File: src/rtl/pipe_pkg.sv
// Shared constants and lane-slicing helpers for the pipeline stage register.
package pipe_pkg;

    localparam logic STOP    = 1'b1;
    localparam logic NOSTOP  = 1'b0;
    localparam logic RST_ACT = 1'b0;

    // Lowest bit of a lane inside a flat multi-lane payload bus.
    function automatic int lane_lsb(input int lane, input int width);
        return lane * width;
    endfunction

    // Highest bit of a lane inside a flat multi-lane payload bus.
    function automatic int lane_msb(input int lane, input int width);
        return lane * width + width - 1;
    endfunction

endpackage

File: src/rtl/pipe_stage_reg_if.sv
// Bus between ctrl/upstream stage and the stage register, plus its status outputs.
interface pipe_stage_reg_if #(
    parameter int LANES     = 1,
    parameter int PAYLOAD_W = 128,
    parameter int STALL_W   = 6,
    parameter int CNT_W     = 16
);
    logic [STALL_W-1:0]         stall;
    logic                       flush;
    logic                       clr_cnt;
    logic [LANES*PAYLOAD_W-1:0] in_payload;
    logic [LANES-1:0]           in_valid;
    logic [LANES*PAYLOAD_W-1:0] out_payload;
    logic [LANES-1:0]           out_valid;
    logic [CNT_W-1:0]           hold_cnt;
    logic [CNT_W-1:0]           bubble_cnt;

    // Driver side: ctrl block plus upstream stage, observing the register outputs.
    modport master (
        output stall, flush, clr_cnt, in_payload, in_valid,
        input  out_payload, out_valid, hold_cnt, bubble_cnt
    );

    // The stage register itself.
    modport slave (
        input  stall, flush, clr_cnt, in_payload, in_valid,
        output out_payload, out_valid, hold_cnt, bubble_cnt
    );
endinterface

File: src/rtl/pipe_stage_reg_sat_counter.sv
// Saturating up-counter with synchronous active-low reset and clear.
module sat_counter
    import pipe_pkg::*;
#(
    parameter int CNT_W = 16
) (
    input  logic             clk,
    input  logic             rst,
    input  logic             clr,
    input  logic             inc,
    output logic [CNT_W-1:0] count
);
    logic [CNT_W-1:0] count_reg;

    // Clear wins over increment; the count sticks at all-ones instead of wrapping.
    always_ff @(posedge clk) begin
        if (rst == RST_ACT || clr) begin
            count_reg <= '0;
        end else if (inc && (count_reg != {CNT_W{1'b1}})) begin
            count_reg <= count_reg + 1'b1;
        end
    end

    assign count = count_reg;
endmodule

File: src/rtl/pipe_stage_reg.sv
// Multi-lane inter-stage pipeline register applying the hold/bubble/advance stall rule.
module pipe_stage_reg
    import pipe_pkg::*;
#(
    parameter int                   LANES      = 1,
    parameter int                   PAYLOAD_W  = 128,
    parameter int                   STALL_W    = 6,
    parameter int                   STAGE_IDX  = 2,
    parameter logic [PAYLOAD_W-1:0] BUBBLE_VAL = '0,
    parameter logic [PAYLOAD_W-1:0] KEEP_MASK  = '0,
    parameter int                   CNT_W      = 16
) (
    input logic              clk,
    input logic              rst,
    pipe_stage_reg_if.slave  bus
);
    logic up;
    logic dn;
    logic bubble_now;
    logic hold_now;

    assign up = (bus.stall[STAGE_IDX] == STOP);

    // The last stage has no downstream stall bit, so it can only bubble, never hold.
    generate
        if (STAGE_IDX == STALL_W - 1) begin : g_dn_last
            assign dn = NOSTOP;
        end else begin : g_dn_mid
            assign dn = (bus.stall[STAGE_IDX+1] == STOP);
        end
    endgenerate

    // Flush masks both counters; it is not a stall event.
    assign bubble_now = !bus.flush && up && !dn;
    assign hold_now   = !bus.flush && up && dn;

    generate
        for (genvar gi = 0; gi < LANES; gi++) begin : g_lane
            localparam int LSB = lane_lsb(gi, PAYLOAD_W);
            localparam int MSB = lane_msb(gi, PAYLOAD_W);

            logic [PAYLOAD_W-1:0] pay_reg;
            logic                 valid_reg;

            // Per-lane state: full clear on reset, masked bubble on flush/bubble, load on advance, else hold.
            always_ff @(posedge clk) begin
                if (rst == RST_ACT) begin
                    pay_reg   <= BUBBLE_VAL;
                    valid_reg <= 1'b0;
                end else if (bus.flush || (up && !dn)) begin
                    pay_reg   <= (pay_reg & KEEP_MASK) | (BUBBLE_VAL & ~KEEP_MASK);
                    valid_reg <= 1'b0;
                end else if (!up) begin
                    pay_reg   <= bus.in_payload[MSB:LSB];
                    valid_reg <= bus.in_valid[gi];
                end
            end

            assign bus.out_payload[MSB:LSB] = pay_reg;
            assign bus.out_valid[gi]        = valid_reg;
        end
    endgenerate

    sat_counter #(.CNT_W(CNT_W)) u_hold_cnt (
        .clk   (clk),
        .rst   (rst),
        .clr   (bus.clr_cnt),
        .inc   (hold_now),
        .count (bus.hold_cnt)
    );

    sat_counter #(.CNT_W(CNT_W)) u_bubble_cnt (
        .clk   (clk),
        .rst   (rst),
        .clr   (bus.clr_cnt),
        .inc   (bubble_now),
        .count (bus.bubble_cnt)
    );
endmodule

File: src/flat_wrapper.sv
// flat-port wrapper written by rule: the top's interface ports become plain ports
module pipe_stage_reg_flat import pipe_pkg::*;
#(
    parameter int                   LANES      = 1,
    parameter int                   PAYLOAD_W  = 128,
    parameter int                   STALL_W    = 6,
    parameter int                   STAGE_IDX  = 2,
    parameter logic [PAYLOAD_W-1:0] BUBBLE_VAL = '0,
    parameter logic [PAYLOAD_W-1:0] KEEP_MASK  = '0,
    parameter int                   CNT_W      = 16
)
  (clk, rst, bus_stall, bus_flush, bus_clr_cnt, bus_in_payload, bus_in_valid, bus_out_payload, bus_out_valid, bus_hold_cnt, bus_bubble_cnt);
  pipe_stage_reg_if #(.LANES(LANES), .PAYLOAD_W(PAYLOAD_W), .STALL_W(STALL_W), .CNT_W(CNT_W)) bus_i ();
  input logic clk;
  input logic rst;
  input wire logic [$bits(bus_i.stall)-1:0] bus_stall;
  input wire logic [$bits(bus_i.flush)-1:0] bus_flush;
  input wire logic [$bits(bus_i.clr_cnt)-1:0] bus_clr_cnt;
  input wire logic [$bits(bus_i.in_payload)-1:0] bus_in_payload;
  input wire logic [$bits(bus_i.in_valid)-1:0] bus_in_valid;
  output wire logic [$bits(bus_i.out_payload)-1:0] bus_out_payload;
  output wire logic [$bits(bus_i.out_valid)-1:0] bus_out_valid;
  output wire logic [$bits(bus_i.hold_cnt)-1:0] bus_hold_cnt;
  output wire logic [$bits(bus_i.bubble_cnt)-1:0] bus_bubble_cnt;
  assign bus_i.stall = bus_stall;
  assign bus_i.flush = bus_flush;
  assign bus_i.clr_cnt = bus_clr_cnt;
  assign bus_i.in_payload = bus_in_payload;
  assign bus_i.in_valid = bus_in_valid;
  assign bus_out_payload = bus_i.out_payload;
  assign bus_out_valid = bus_i.out_valid;
  assign bus_hold_cnt = bus_i.hold_cnt;
  assign bus_bubble_cnt = bus_i.bubble_cnt;
  pipe_stage_reg #(.LANES(LANES), .PAYLOAD_W(PAYLOAD_W), .STALL_W(STALL_W), .STAGE_IDX(STAGE_IDX), .BUBBLE_VAL(BUBBLE_VAL), .KEEP_MASK(KEEP_MASK), .CNT_W(CNT_W)) u_core (.clk(clk), .rst(rst), .bus(bus_i));
endmodule
File: config.mk
export PLATFORM = sky130hd
export DESIGN_NAME = pipe_stage_reg_flat
export DESIGN_NICKNAME = d
export VERILOG_FILES = /design/src/rtl/pipe_pkg.sv /design/src/rtl/pipe_stage_reg_if.sv /design/src/rtl/pipe_stage_reg_sat_counter.sv /design/src/rtl/pipe_stage_reg.sv /design/src/flat_wrapper.sv
export SDC_FILE = /design/constraint.sdc
export NUM_CORES = 1
export LEC_CHECK = 0
export ABC_AREA = 1
export CAP_MARGIN = 20
export CORE_UTILIZATION = 41
export CTS_BUF_LIST = sky130_fd_sc_hd__clkbuf_4 sky130_fd_sc_hd__clkbuf_8 sky130_fd_sc_hd__clkbuf_16
export DETAILED_ROUTE_END_ITERATION = 16
export PLACE_DENSITY_LB_ADDON = 0.12
export SYNTH_ARGS = -nofsm -noshare
export SYNTH_HDL_FRONTEND = slang
export SYNTH_SLANG_ARGS = --single-unit
File: constraint.sdc
create_clock -name clk -period 1.6 [get_ports clk]
set_input_delay 0.16 -clock clk [delete_from_list [all_inputs] [get_ports clk]]
set_output_delay 0.16 -clock clk [all_outputs]
set_load 0.02 [all_outputs]
; ---- Yosys cells after proc, flatten, opt, wreduce, memory -nomap -nowiden
; Index checks and enable logic that the tools add are counted.
[classes]
add_sub_neg = 2
eq_ne = 2
bitwise_logic = 1
reduce_logical = 11
[ops]
columns = operator, n
row1 = $add A16 B1 Y16 const B, 2
row2 = $ne A16 B16 Y1 const B, 2
row3 = $logic_and A1 B1 Y1, 6
row4 = $logic_not A1 Y1, 2
row5 = $logic_or A1 B1 Y1, 2
row6 = $reduce_or A2 Y1, 1
row7 = $not A1 Y1, 1
[word_totals]
reg_bits = 161
output_inout_bits = 161
wordCells = 20

; ---- Depth between registers and ports, before layout
[logic_depth]
ltp_word = 4
depth_mapped = 9

; ---- Modules after synthesis
; From an unflattened synthesis, not the netlist that was laid out.
[unflattened]
cells_unflattened = 1243
area_unflattened_um2 = 7866.3
[modules_own_cells]
columns = module, n_inst, cells_per_inst, area_per_inst_um2, seq_area_each_um2
row1 = pipe_stage_reg, 1, 953, 5941.9, 2582.5
row2 = sat_counter, 2, 145, 962.2, 320.3

; ---- Least setup slack after synthesis
; OpenSTA, ideal clock, no wires.
[synth_path]
path_type = register -> register
startpoint = register u_core.u_hold_cnt.count_reg[1], in the netlist u_core.u_hold_cnt.count[1]
endpoint = register u_core.u_hold_cnt.count_reg[10], in the netlist u_core.u_hold_cnt.count[10]
setup_time_ns = 0.115
arrival_ns = 1.447
required_time_ns = 1.485
path_slack_ns = 0.038
path_stages_with_launch = 8
n_path_buf = 1
path_cell_list = dfxtp_1 -> ha_1 -> nand3_2 -> nor2_4 -> nand3_4 -> buf_6 -> a21oi_1 -> nor2_1
[synth_via]
elab_chain_cells = 2
word_cells_on_any_way = 3
[synth_lines]
columns = item, line
row1 = "start, declared", pipe_stage_reg_sat_counter.sv:13  ; logic [CNT_W-1:0] count_reg;
row2 = "start signal, assigned", pipe_stage_reg_sat_counter.sv:20  ; count_reg <= count_reg + 1'b1;
row3 = branches (longest 2 deep; another with $add A16 B1 Y16), --
; Several ways; the timed one is not identified.
; A chain may end at the register's enable or synchronous reset.

; ---- Final worst setup path
[layout_path]
startpoint = register u_core.g_lane[0].pay_reg[13], in the netlist u_core.bus.out_payload[13]
endpoint = output port bus_out_payload[13]
[layout_lines]
columns = item, line
row1 = "start, declared", pipe_stage_reg.sv:42  ; logic [PAYLOAD_W-1:0] pay_reg;
row2 = "start signal, assigned", pipe_stage_reg.sv:51  ; pay_reg <= (pay_reg & KEEP_MASK) | (BUBBLE_VAL & ~KEEP_MASK);
row3 = "start signal, assigned", pipe_stage_reg.sv:54  ; pay_reg <= bus.in_payload[MSB:LSB];
row4 = "end, declared", flat_wrapper.sv:21  ; output wire logic [$bits(bus_i.out_payload)-1:0] bus_out_payload;
; No word-level cell between the ends.

==> results.sh <==
export IMPL_outcome="completed"
export IMPL_total_power_mw=9.11
export IMPL_met1_usage_pct=28.1
export IMPL_cts_clk_slew_worst_paths_ns=0.06
export IMPL_grt_max_degree=83
export IMPL_start_kind="register"
export IMPL_synthesis_nets=1020
export IMPL_dieHeight_um=126
export IMPL_cp_max_fo=2
export IMPL_final_common_cell="nand2_1"
export IMPL_cts_setup_buffers=0
export IMPL_antenna_found_initial=0
export IMPL_drt_iter0_drc=388
export IMPL_synth_compound_area_share_pct=12.3
export IMPL_largest_register_ffs=128
export IMPL_critPathRequiredTime_ns=1.44
export IMPL_post_dp_hpwl_um=13600
export IMPL_slowest_delay_ns=0.65
export IMPL_detail_route_antenna_nets=0
export IMPL_met3_usage_pct=7.55
export IMPL_core_area_um2=15100
export IMPL_gp_congestion=0.838
export IMPL_max_cap_violations=0
export IMPL_port_buffers=295
export IMPL_critPathKind="reg -> out"
export IMPL_syn_area_per_cell_um2=7.23
export IMPL_worst_setup_path_end_kind="output pin"
export IMPL_synth_adder_area_share_pct=0.394
export IMPL_synthSimpleGateAreaFrac_pct=30.7
export IMPL_root_buffer="clkbuf_16"
export IMPL_gr_max_usage_layer="met2"
export IMPL_final_max_slew_viol_count=0
export IMPL_drcViolationCount=0
export IMPL_synthMuxAreaShare_pct=0
export IMPL_timing_fmax_mhz=645
export IMPL_finalCritPeriodShare_pct=96.9
export IMPL_final_area_um2=10200
export IMPL_leakagePower_nw=4.02
export IMPL_clockBufferDepth=2
export IMPL_pwr_density_cell_nw_per_um2=897
export IMPL_fill_cells=1285
export IMPL_insertion_delay_ns=0.42
export IMPL_grt_pass1_wl_um=29900
export IMPL_worst_pin_slew_ns=0.479
export IMPL_start_util_pct=42.0
export IMPL_critPathBufInv=1
export IMPL_cts_made_buffers=17
export IMPL_synth_cells=879
export IMPL_grt_pass1_vias=5834
export IMPL_synth_cell_types=25
export IMPL_synth_cell_area_um2=6350
export IMPL_wire_per_inst_um=14.0
export IMPL_die_w_um=126
export IMPL_arrival_ns=1.39
export IMPL_synth_xor_area_share_pct=0.138
export IMPL_finalHoldViolations=0
export IMPL_path_delay_family="buffers and inverters"
export IMPL_grt_overflow=0
export IMPL_ys_seq_elements=161
export IMPL_yosysWarnings=0
export IMPL_mostFrequentLayoutCells="338 x nand2_1, 253 x clkdlybuf4s50_1, 159 x dfxtp_1, 151 x a21oi_1, 80 x nor2_1"
export IMPL_fin_worst_skew_ns=0.00550
export IMPL_fin_hold_ws_ns=0.187
export IMPL_num_antenna_cells=0
export IMPL_grt_total_usage_pct=23.7
export IMPL_tritoncts="done"
export IMPL_drt_pass1_iter_count=7
export IMPL_grt_use_met2_pct=40.3
export IMPL_ios=300
export IMPL_wl_um=19200
export IMPL_areaGrowthSynthToFinish_pct=59.8
export IMPL_rows=45
export IMPL_drive_gt1_share_pct=7.45
export IMPL_place_area_um2=9570
export IMPL_nets=1310
export IMPL_cts_max_level=4
export IMPL_seq_area_frac_synth_pct=50.7
export IMPL_dr_total_vias=6490
export IMPL_cpMaxStageDelayCell="clkdlybuf4s50_1"
export IMPL_setup_viol=0
export IMPL_cts_hold_buf=0
export IMPL_crit_chain="clkdlybuf4s50_1"
export IMPL_vdd_drop_max_v=0.000667
export IMPL_synth_top_family_by_area="simple AND/OR/NAND/NOR gates"
export IMPL_die_area_um2=16000
export IMPL_relSlewSlack_pct=68.1
export IMPL_viasPerCell=4.74
export IMPL_clock_sinks=161
export IMPL_min_period_ns=1.55
export IMPL_hp_class="in -> reg"
power by group:
group / switching, mW / total, mW / internal [mW] / leakage (nW)
clock network: 1.71 / 3.95 / 2.25 / 0.269
logic: 0.472 / 1.02 / 0.549 / 2.45
registers: 0.0431 / 4.14 / 4.10 / 1.31
total: 2.22 / 9.11 / 6.89 / 4.02
cells in the mapped netlist:
cell type | number | area, µm²
a21oi_1 | 151 | 756
a21oi_2 | 1 | 8.76
and2_1 | 2 | 12.5
buf_1 | 2 | 7.51
buf_2 | 30 | 150
buf_4 | 1 | 7.51
buf_6 | 3 | 33.8
clkbuf_1 | 12 | 45.0
clkbuf_4 | 1 | 7.51
dfxtp_1 | 161 | 3220
ha_1 | 2 | 25.0
inv_1 | 26 | 97.6
inv_2 | 5 | 18.8
nand2_1 | 338 | 1270
nand2_2 | 3 | 18.8
nand3_1 | 32 | 160
nand3_2 | 3 | 30.0
nand3_4 | 1 | 17.5
nand3b_1 | 3 | 22.5
nand4_1 | 6 | 37.5
nor2_1 | 81 | 304
nor2_2 | 9 | 56.3
nor2_4 | 2 | 22.5
o21ai_0 | 3 | 15.0
xnor2_1 | 1 | 8.76
layer usage:
layer	wire length, µm	vias up
met1	8170	2881
li1	-	3377
met4	358	0
met5	0	-
met2	9200	207
met3	1440	25
cell type report:
class,instances,area (µm²),share of cell area (%)
multi-input combinational,638,2800,27.6
timing repair buffer,320,3200,31.5
clock inverter,13,125,1.23
clock buffer,19,453,4.46
sequential,161,3230,31.8
tap,188,235,2.32
inverter,31,119,1.17
through the flow:
step	util, %	setup TNS (ns)	setup slack, ns	std cells
finish	67.1	0	0.0501	1370
global route	67.1	-0.00868	-0.00868	1370
CTS	66.7	0	0.00854	1370
detailed placement	63.2	0	0.0116	1338
global placement	63.2	0	0.0453	1338
floorplan	-	0	0.0380	879
cells by family (layout without fill, tap and decap cells):
| kind of cell | Yosys count | count (layout) |
|---|---|---|
| DFF | 161 | 161 |
| buffers and inverters | 80 | 383 |
| and+or+nand+nor | 480 | 480 |
| adders and majority gates | 2 | 2 |
| AOI/OAI and AO/OA | 155 | 155 |
| xor gates and xnor gates | 1 | 1 |
timing repair:
item | 4_1_cts | 5_1_grt
endpoints found under the hold margin | 0 | 0
setup endpoints to repair | 32 | 22
resized for setup | 32 | 15
final timing paths:
| path | start | cells after the start | to | slack [ns] |
|---|---|---|---|---|
| setup / recovery | u_core.bus.out_payload[13]$_SDFFE_PP0N_ | 1 | bus_out_payload[13] | 0.05 |
| hold / removal | bus_stall[2] | 4 | u_core.bus.out_payload[10]$_SDFFE_PP0N_ | 0.19 |
| setup reg to reg | u_core.u_hold_cnt.count[0]$_SDFFE_PP0P_ | 6 | u_core.u_hold_cnt.count[7]$_SDFFE_PP0P_ | 0.14 |
| hold reg to reg | u_core.bus.out_payload[49]$_SDFFE_PP0N_ | 2 | u_core.bus.out_payload[49]$_SDFFE_PP0N_ | 0.46 |
(Power assumes the default switching activity.)
